<file path="src/rtl/digit_serial_adder_pkg.sv">
// Shared types and helpers for the digit-serial adder/subtractor.
// The FSM state encoding and the digit counter sizing live here.
package adder_pkg;

    typedef enum logic [1:0] {
        IDLE,
        RUN,
        DONE
    } state_t;

    // A single-digit configuration still needs a 1-bit counter.
    function automatic int counter_width(input int n);
        return (n > 1) ? $clog2(n) : 1;
    endfunction

endpackage

</file>
<file path="src/rtl/digit_serial_adder_cell.sv">
// Combinational DIGIT-bit ripple adder, the only arithmetic cell of the serial adder.
// Exposes the carry into its top bit so the parent can form the signed overflow flag.
module digit_add_cell #(
    parameter int DIGIT = 4
) (
    input  logic [DIGIT-1:0] a,
    input  logic [DIGIT-1:0] b,
    input  logic             cin,
    output logic [DIGIT-1:0] sum,
    output logic             cout,
    output logic             carry_top
);

    logic c;

    // Ripple from bit 0 upward; the carry entering the top bit is captured on the way.
    always_comb begin
        sum       = '0;
        carry_top = 1'b0;
        c         = cin;
        for (int i = 0; i < DIGIT; i++) begin
            if (i == DIGIT - 1) begin
                carry_top = c;
            end
            sum[i] = a[i] ^ b[i] ^ c;
            c      = (a[i] & b[i]) | (c & (a[i] ^ b[i]));
        end
        cout = c;
    end

endmodule

</file>
<file path="src/rtl/digit_serial_adder.sv">
// Digit-serial adder/subtractor: WIDTH-bit operands are consumed DIGIT bits per clock
// through one shared ripple cell, with valid/ready handshakes on both sides.
module digit_serial_adder
    import adder_pkg::*;
#(
    parameter int WIDTH = 16,
    parameter int DIGIT = 4
) (
    input  logic             clk,
    input  logic             rst_n,
    input  logic             in_valid,
    output logic             in_ready,
    input  logic [WIDTH-1:0] a,
    input  logic [WIDTH-1:0] b,
    input  logic             cin,
    input  logic             sub,
    output logic             out_valid,
    input  logic             out_ready,
    output logic [WIDTH-1:0] sum,
    output logic             cout,
    output logic             overflow
);

    localparam int N  = WIDTH / DIGIT;
    localparam int CW = counter_width(N);
    localparam logic [CW-1:0] LAST = CW'(N - 1);

    generate
        if ((DIGIT < 1) || (DIGIT > WIDTH) || ((WIDTH % DIGIT) != 0)) begin : g_param_check
            $fatal(1, "digit_serial_adder: WIDTH must be a positive multiple of DIGIT");
        end
    endgenerate

    state_t state;
    state_t state_next;

    logic [WIDTH-1:0] a_reg;
    logic [WIDTH-1:0] b_reg;
    logic [WIDTH-1:0] res_reg;
    logic [WIDTH-1:0] res_next;
    logic             carry;
    logic [CW-1:0]    count;
    logic             last_digit;

    logic [DIGIT-1:0] digit_sum;
    logic             digit_cout;
    logic             digit_ctop;

    digit_add_cell #(
        .DIGIT(DIGIT)
    ) u_cell (
        .a        (a_reg[DIGIT-1:0]),
        .b        (b_reg[DIGIT-1:0]),
        .cin      (carry),
        .sum      (digit_sum),
        .cout     (digit_cout),
        .carry_top(digit_ctop)
    );

    // New digits enter at the top so after N steps the first digit sits at bit 0.
    assign res_next   = (res_reg >> DIGIT) | (WIDTH'(digit_sum) << (WIDTH - DIGIT));
    assign last_digit = (count == LAST);

    always_ff @(posedge clk or negedge rst_n) begin
        if (!rst_n) begin
            state <= IDLE;
        end else begin
            state <= state_next;
        end
    end

    always_comb begin
        state_next = state;
        in_ready   = 1'b0;
        out_valid  = 1'b0;
        case (state)
            IDLE: begin
                in_ready = 1'b1;
                if (in_valid) begin
                    state_next = RUN;
                end
            end
            RUN: begin
                if (last_digit) begin
                    state_next = DONE;
                end
            end
            DONE: begin
                out_valid = 1'b1;
                if (out_ready) begin
                    state_next = IDLE;
                end
            end
            default: begin
                state_next = IDLE;
            end
        endcase
    end

    // Subtraction is a + ~b + 1, so the inversion and the forced carry are applied at accept.
    always_ff @(posedge clk or negedge rst_n) begin
        if (!rst_n) begin
            a_reg    <= '0;
            b_reg    <= '0;
            res_reg  <= '0;
            carry    <= 1'b0;
            count    <= '0;
            sum      <= '0;
            cout     <= 1'b0;
            overflow <= 1'b0;
        end else begin
            case (state)
                IDLE: begin
                    if (in_valid) begin
                        a_reg <= a;
                        b_reg <= sub ? ~b : b;
                        carry <= sub ? 1'b1 : cin;
                        count <= '0;
                    end
                end
                RUN: begin
                    a_reg   <= a_reg >> DIGIT;
                    b_reg   <= b_reg >> DIGIT;
                    res_reg <= res_next;
                    carry   <= digit_cout;
                    count   <= count + CW'(1);
                    if (last_digit) begin
                        sum      <= res_next;
                        cout     <= digit_cout;
                        overflow <= digit_cout ^ digit_ctop;
                    end
                end
                default: begin
                end
            endcase
        end
    end

endmodule
</file>
<file path="config.mk">
export PLATFORM = sky130hd
export DESIGN_NAME = digit_serial_adder
export DESIGN_NICKNAME = d
export VERILOG_FILES = /design/src/rtl/digit_serial_adder_pkg.sv /design/src/rtl/digit_serial_adder_cell.sv /design/src/rtl/digit_serial_adder.sv
export SDC_FILE = /design/constraint.sdc
export NUM_CORES = 1
export LEC_CHECK = 0
export ABC_CLOCK_PERIOD_IN_PS = 5000
export CAP_MARGIN = 40
export CORE_MARGIN = 10
export CORE_UTILIZATION = 40
export DETAILED_ROUTE_END_ITERATION = 8
export SYNTH_ARGS = -nofsm -noshare
export SYNTH_HDL_FRONTEND = slang
export SYNTH_SLANG_ARGS = --single-unit
</file>
<file path="constraint.sdc">
create_clock -name clk -period 5 [get_ports clk]
set_clock_uncertainty 0.05 [all_clocks]
set_input_delay 1 -clock clk [delete_from_list [all_inputs] [get_ports clk]]
set_output_delay 1 -clock clk [all_outputs]
set_load 0.02 [all_outputs]
</file>
### Word-level counts from Yosys, hierarchy flattened

Cells that the tools add are included.

| storage, ports and cells | value |
|---|---|
| register bits after elaboration | 71 |
| input port bits | 38 |
| output and inout port bits | 20 |
| word-level logic and storage cells | 60 |

| cells by class | value |
|---|---|
| add/subtract/negate cells | 1 |
| eq/ne operators | 6 |
| multiplexer cells | 16 |
| bitwise gates (word level) | 23 |
| reductions and logical operators | 5 |

Operators with widths:

| cell | number |
|---|---|
| 16-bit case mux with 2 select lines | 2 |
| 16-bit 2-to-1 mux | 3 |
| 16-bit inverter | 1 |
| 12-bit by 16-bit bitwise OR with 16-bit output | 1 |
| 1-bit XOR | 9 |
| 1-bit bitwise AND | 8 |
| 2-bit 2-to-1 mux | 4 |
| 2-bit inequality test, second input constant | 3 |
| 2-bit case mux with 3 select lines | 1 |
| 2-bit equality test, second input constant | 2 |
| 1-bit 2-to-1 mux | 4 |
| 1-bit bitwise OR | 4 |
| 2-bit case mux with 2 select lines | 1 |
| 2-bit AND reduction | 2 |
| 3-bit AND reduction | 1 |
| 2-bit by 1-bit adder with 2-bit output, second input constant | 1 |
| 2-bit by 1-bit equality test with 1-bit output, second input constant | 1 |
| 2-bit logical NOT | 1 |
| 1-bit case mux with 2 select lines | 1 |
| 2-bit nonzero test | 1 |

### Logic depth before layout (Yosys ltp)

| logic depth | value |
|---|---|
| word-level depth | 10 |
| depth in mapped cells | 9 |
| mapped depth without buffers | 9 |

### Cells and area by module

Synthesis repeated with hierarchy kept, for this count alone.

| unflattened totals | value |
|---|---|
| cell total of the unflattened synthesis | 252 |
| area, all modules | 3042.9 µm² |

Modules (own cells, without submodules):

| module | instances | cells an instance | area each (µm²) | seq. area each (µm²) |
|---|---|---|---|---|
| digit_serial_adder | 1 | 240 | 2932.8 | 1676.6 |
| digit_add_cell | 1 | 12 | 110.1 | 0.0 |

### Worst setup path after synthesis

Ideal clock, no wire load.

| timing path | value |
|---|---|
| kind | register -> register |
| from | register a_reg[0] |
| to | register res_reg[15] |
| setup time | 83 ps |
| arrival | 2055 ps |
| data required time | 4867 ps |
| setup slack | 2813 ps |
| stages on the path, launching flop included | 9 |
| path buffers | 0 |
| clock period less this slack | 2187 ps |
| cells stage by stage | dfrtp_1 > fa_1 > inv_1 > fa_1 > inv_1 > fa_1 > inv_1 > fa_1 > o21ai_0 |

| between the ends | value |
|---|---|
| word-level cells in the longest chain between the ends | 9 |
| elaborated cells on any way between the ends | 10 |
| classes of those cells | 10 x bitwise |

RTL lines:

| what | RTL line | text |
|---|---|---|
| from (decl) | digit_serial_adder.sv:37 | `logic [WIDTH-1:0] a_reg;` |
| from (signal assigned) | digit_serial_adder.sv:122 | `a_reg <= a_reg >> DIGIT;` |
| 1-bit XOR | digit_serial_adder_cell.sv:26 | `c = (a[i] & b[i]) \| (c & (a[i] ^ b[i]));` |
| 1-bit bitwise AND | digit_serial_adder_cell.sv:26 |  |
| 1-bit bitwise OR * | digit_serial_adder_cell.sv:26 |  |
| 1-bit bitwise AND * | digit_serial_adder_cell.sv:26 |  |
| 1-bit bitwise OR * | digit_serial_adder_cell.sv:26 |  |
| 1-bit bitwise AND * | digit_serial_adder_cell.sv:26 |  |
| 1-bit bitwise OR * | digit_serial_adder_cell.sv:26 |  |
| 1-bit XOR * | digit_serial_adder_cell.sv:25 | `sum[i] = a[i] ^ b[i] ^ c;` |
| 12-bit by 16-bit bitwise OR with 16-bit output * | digit_serial_adder.sv:61 | `assign res_next = (res_reg >> DIGIT) \| (WIDTH'(digit_sum) << (WIDTH - DIGIT));` |
| to (signal assigned) | digit_serial_adder.sv:124 | `res_reg <= res_next;` |
| to (decl) | digit_serial_adder.sv:39 | `logic [WIDTH-1:0] res_reg;` |

Every way passes the cells marked *; elsewhere a longest branch is shown, timed or not.
A chain may end at the register's enable or synchronous reset.

### Worst setup path after layout

| timing path | value |
|---|---|
| from | register state[0] |
| to | output out_valid |

| between the ends | value |
|---|---|
| word-level cells in the longest chain between the ends | 2 |

RTL lines:

| what | RTL line | text |
|---|---|---|
| from (decl) | digit_serial_adder.sv:34 | `state_t state;` |
| from (signal assigned) | digit_serial_adder.sv:68 | `state <= state_next;` |
| 2-bit equality test | digit_serial_adder.sv:76 | `case (state)` |
| 1-bit 2-to-1 mux | digit_serial_adder.sv:76 |  |
| to (decl) | digit_serial_adder.sv:17 | `output logic out_valid,` |

Every way passes these cells.

==> results.ini <==
[clocking]
postCtsSetupBuffers=0
clock_path_buffers=2
insertion_delay_ns=0.35
h-tree-depth=3
cts_tree=built
clkSinkCount=67
ctsHoldBuffers=0
clockRootBuffer=clkbuf_8
cts_buffers=9
postCtsResizedCells=0
clk_pin_slew_ns=0.07

[outcome]
outcome=complete, no violations

[setup_path]
cp-start-kind=flop
rrSetupSlack_ns=2.63
startpoint=state[0]
critPathArrivalTime_ns=1.81
crit_path_end_kind=output port
slowest_stage=clkdlybuf4s50_1
required_ns=3.95
crit_end=out_valid
r2r-end=res_reg[15]
regToRegStartpoint=a_reg[0]
r2r_cells=8
cp_max_fo=34
crit_type=flop to output port
path_cells=buf_4 -> nand2b_1 -> inv_1 -> clkdlybuf4s50_1
critPathMaxStageDelay_ns=0.59

[route]
drc_errors=0
vias_per_cell=4.89
dr.pass1.iters=4
wl_um=6790
initialDrtViolationCount=108
wire_per_inst_um=14.9
ant_nets=0
via_count=2224

[floorplan]
rows=32
core_region_area_sq_um=7650
die_y_um=108
io_pins=58
dieArea_sq_um=11700
fp.dieW_um=108
initial_core_util_pct=40.5

[power]
seqPwrFrac_pct=37.2
peakVddDrop_mv=0.197
switching_share_pct=36.5
power_frac_clock_pct=22.3
p_per_area_nw_per_um2=612
pwr-share-comb_pct=40.5
finalPower_uw=2430
p_int_uw=1550
power_switching_uw=887
leakage_uw=0.00172

[timing]
drv_slew=0
tightest_slew_ns=0.866
finalCritPeriodShare_pct=57.2
setup_viol=0
finalHoldViolCount=0
clock.fmax_ghz=0.350
setup_slack_ns=2.14
relSlewSlack_pct=42.2
rsz0062_at_grt=no
tns_ns=0
min_period_ns=2.86

[yosys]
ys_seq_area_share_pct=54.1
synth-main-ff-cell=dfrtp_1
synthArstFlopShare_pct=100
syn-num-nets=339
syn_area_per_cell_sq_um=10.5
synth_edf_count=0
synth_seq_cells=67
synth_cells=296
syn_area_sq_um=3100
yosysWarnings=0
synth_cell_types=31

[cells_and_area]
fillers=703
num-nets-final=391
area.growth.synth_to_final_pct=28.2
final_common_cell=nand2_1
diodes=0
final_cell_mix=nand2_1 (70), dfrtp_1 (67), clkdlybuf4s50_1 (56)
fin_cells=455
drive_gt1_share_pct=12.5

[global_routing]
grt_pass1_wl_um=11400
grt_pass1_vias=2301
antenna_found_initial=0
grt_max_degree=38
grt_util_all_layers_pct=12.2
grt_overflow=0

[placed_design]
gp_congestion=0.739
place_hpwl_um=4620
dp_slack_ns=1.91
place_inst=439
portBuffers=57

[job]
maxCapViolCount=0

[worst_hold_path]
hold_class=flop to flop

power groups by stage:
stage                     Combinational, uW  Clock, uW  Sequential (uW)
after CTS                              1000        558              909
final                                   985        544              905
after global routing                   1110        583              940
after global placement                  975          0              911
after floorplan                         603          0              965
after detailed placement               1000          0              920
final cells by class:
class                      instances  area [sq um]  area share [%]
sequential                        67          1680            42.2
multi-input combinational        198          1280            32.1
timing repair buffer              63           618            15.6
tap                              102           128            3.21
clock buffer                       9           124            3.12
clock inverter                     7           116            2.93
inverter                           9          33.8           0.850
layer usage:
metal / global-route usage (%) / part of all wire, % / vias up
met5: 0 / 0 / -
met4: 3.15 / 1.2 / 0
met3: 5.47 / 7.4 / 11
met2: 18.7 / 47 / 73
met1: 15.3 / 44 / 1036
li1: - / - / 1104
cell families (layout without fill, tap and decap cells):
group	Yosys count	in the layout	share of synthesized area, %
AO/OA/AOI/OAI	71	71	15.9
XOR/XNOR	17	17	4.80
AND/OR/NAND/NOR	91	91	12.5
multiplexers	14	14	5.09
buffers and inverters	31	88	4.68
adder cells (fa/ha/maj)	5	5	2.99
flip-flops	67	67	54.1
through the flow:
step | util [%] | instance area (sq um) | hold slack (ns)
final | 52.0 | 3970 | 0.424
after global routing | 52.0 | 3970 | 0.467
after CTS | 52.0 | 3970 | 0.433
after detailed placement | 48.8 | 3730 | 0.415
after global placement | 48.6 | 3720 | 0.408
after floorplan | - | 3100 | 0.392
worst max-delay path: cells and delay by family, from the launching register on:
kind | cells | cell delay, ns
buffers and inverters | 3 | 0.90
AND/OR/NAND/NOR | 1 | 0.19
flip-flops | 1 | 0.37
cells in the mapped netlist (2+ instances only):
cell type / n / share of area (%)
nand2_1: 70 / 8.5
dfrtp_1: 67 / 54
o21ai_0: 26 / 4.2
a22oi_1: 16 / 3.9
xnor2_1: 15 / 4.2
mux2_2: 14 / 5.1
buf_2: 11 / 1.8
nor2b_1: 11 / 2.2
a21oi_1: 9 / 1.5
inv_1: 9 / 1.1
clkbuf_1: 8 / 0.97
fa_1: 4 / 2.6
nor2_1: 4 / 0.48
o211ai_2: 4 / 1.6
o221ai_1: 4 / 1.1
o21ai_1: 3 / 0.48
o221ai_2: 3 / 1.5
a2bb2oi_1: 2 / 0.57
buf_6: 2 / 0.73
nand2b_1: 2 / 0.40
xor2_1: 2 / 0.57
how the worst min path moves through the flow:
stage          slack (ns)   startpoint  cells past startpoint    endpoint
5_1_grt              0.47  res_reg[12]                      2  res_reg[8]
2_1_floorplan        0.39   res_reg[4]                      2  res_reg[4]
3_5_place_dp         0.41   res_reg[5]                      2  res_reg[5]
4_1_cts              0.43   res_reg[5]                      2  res_reg[5]
3_3_place_gp         0.41   res_reg[6]                      2  res_reg[6]
6_report             0.42   res_reg[5]                      2  res_reg[5]
Power figures use the tool's default switching activity.
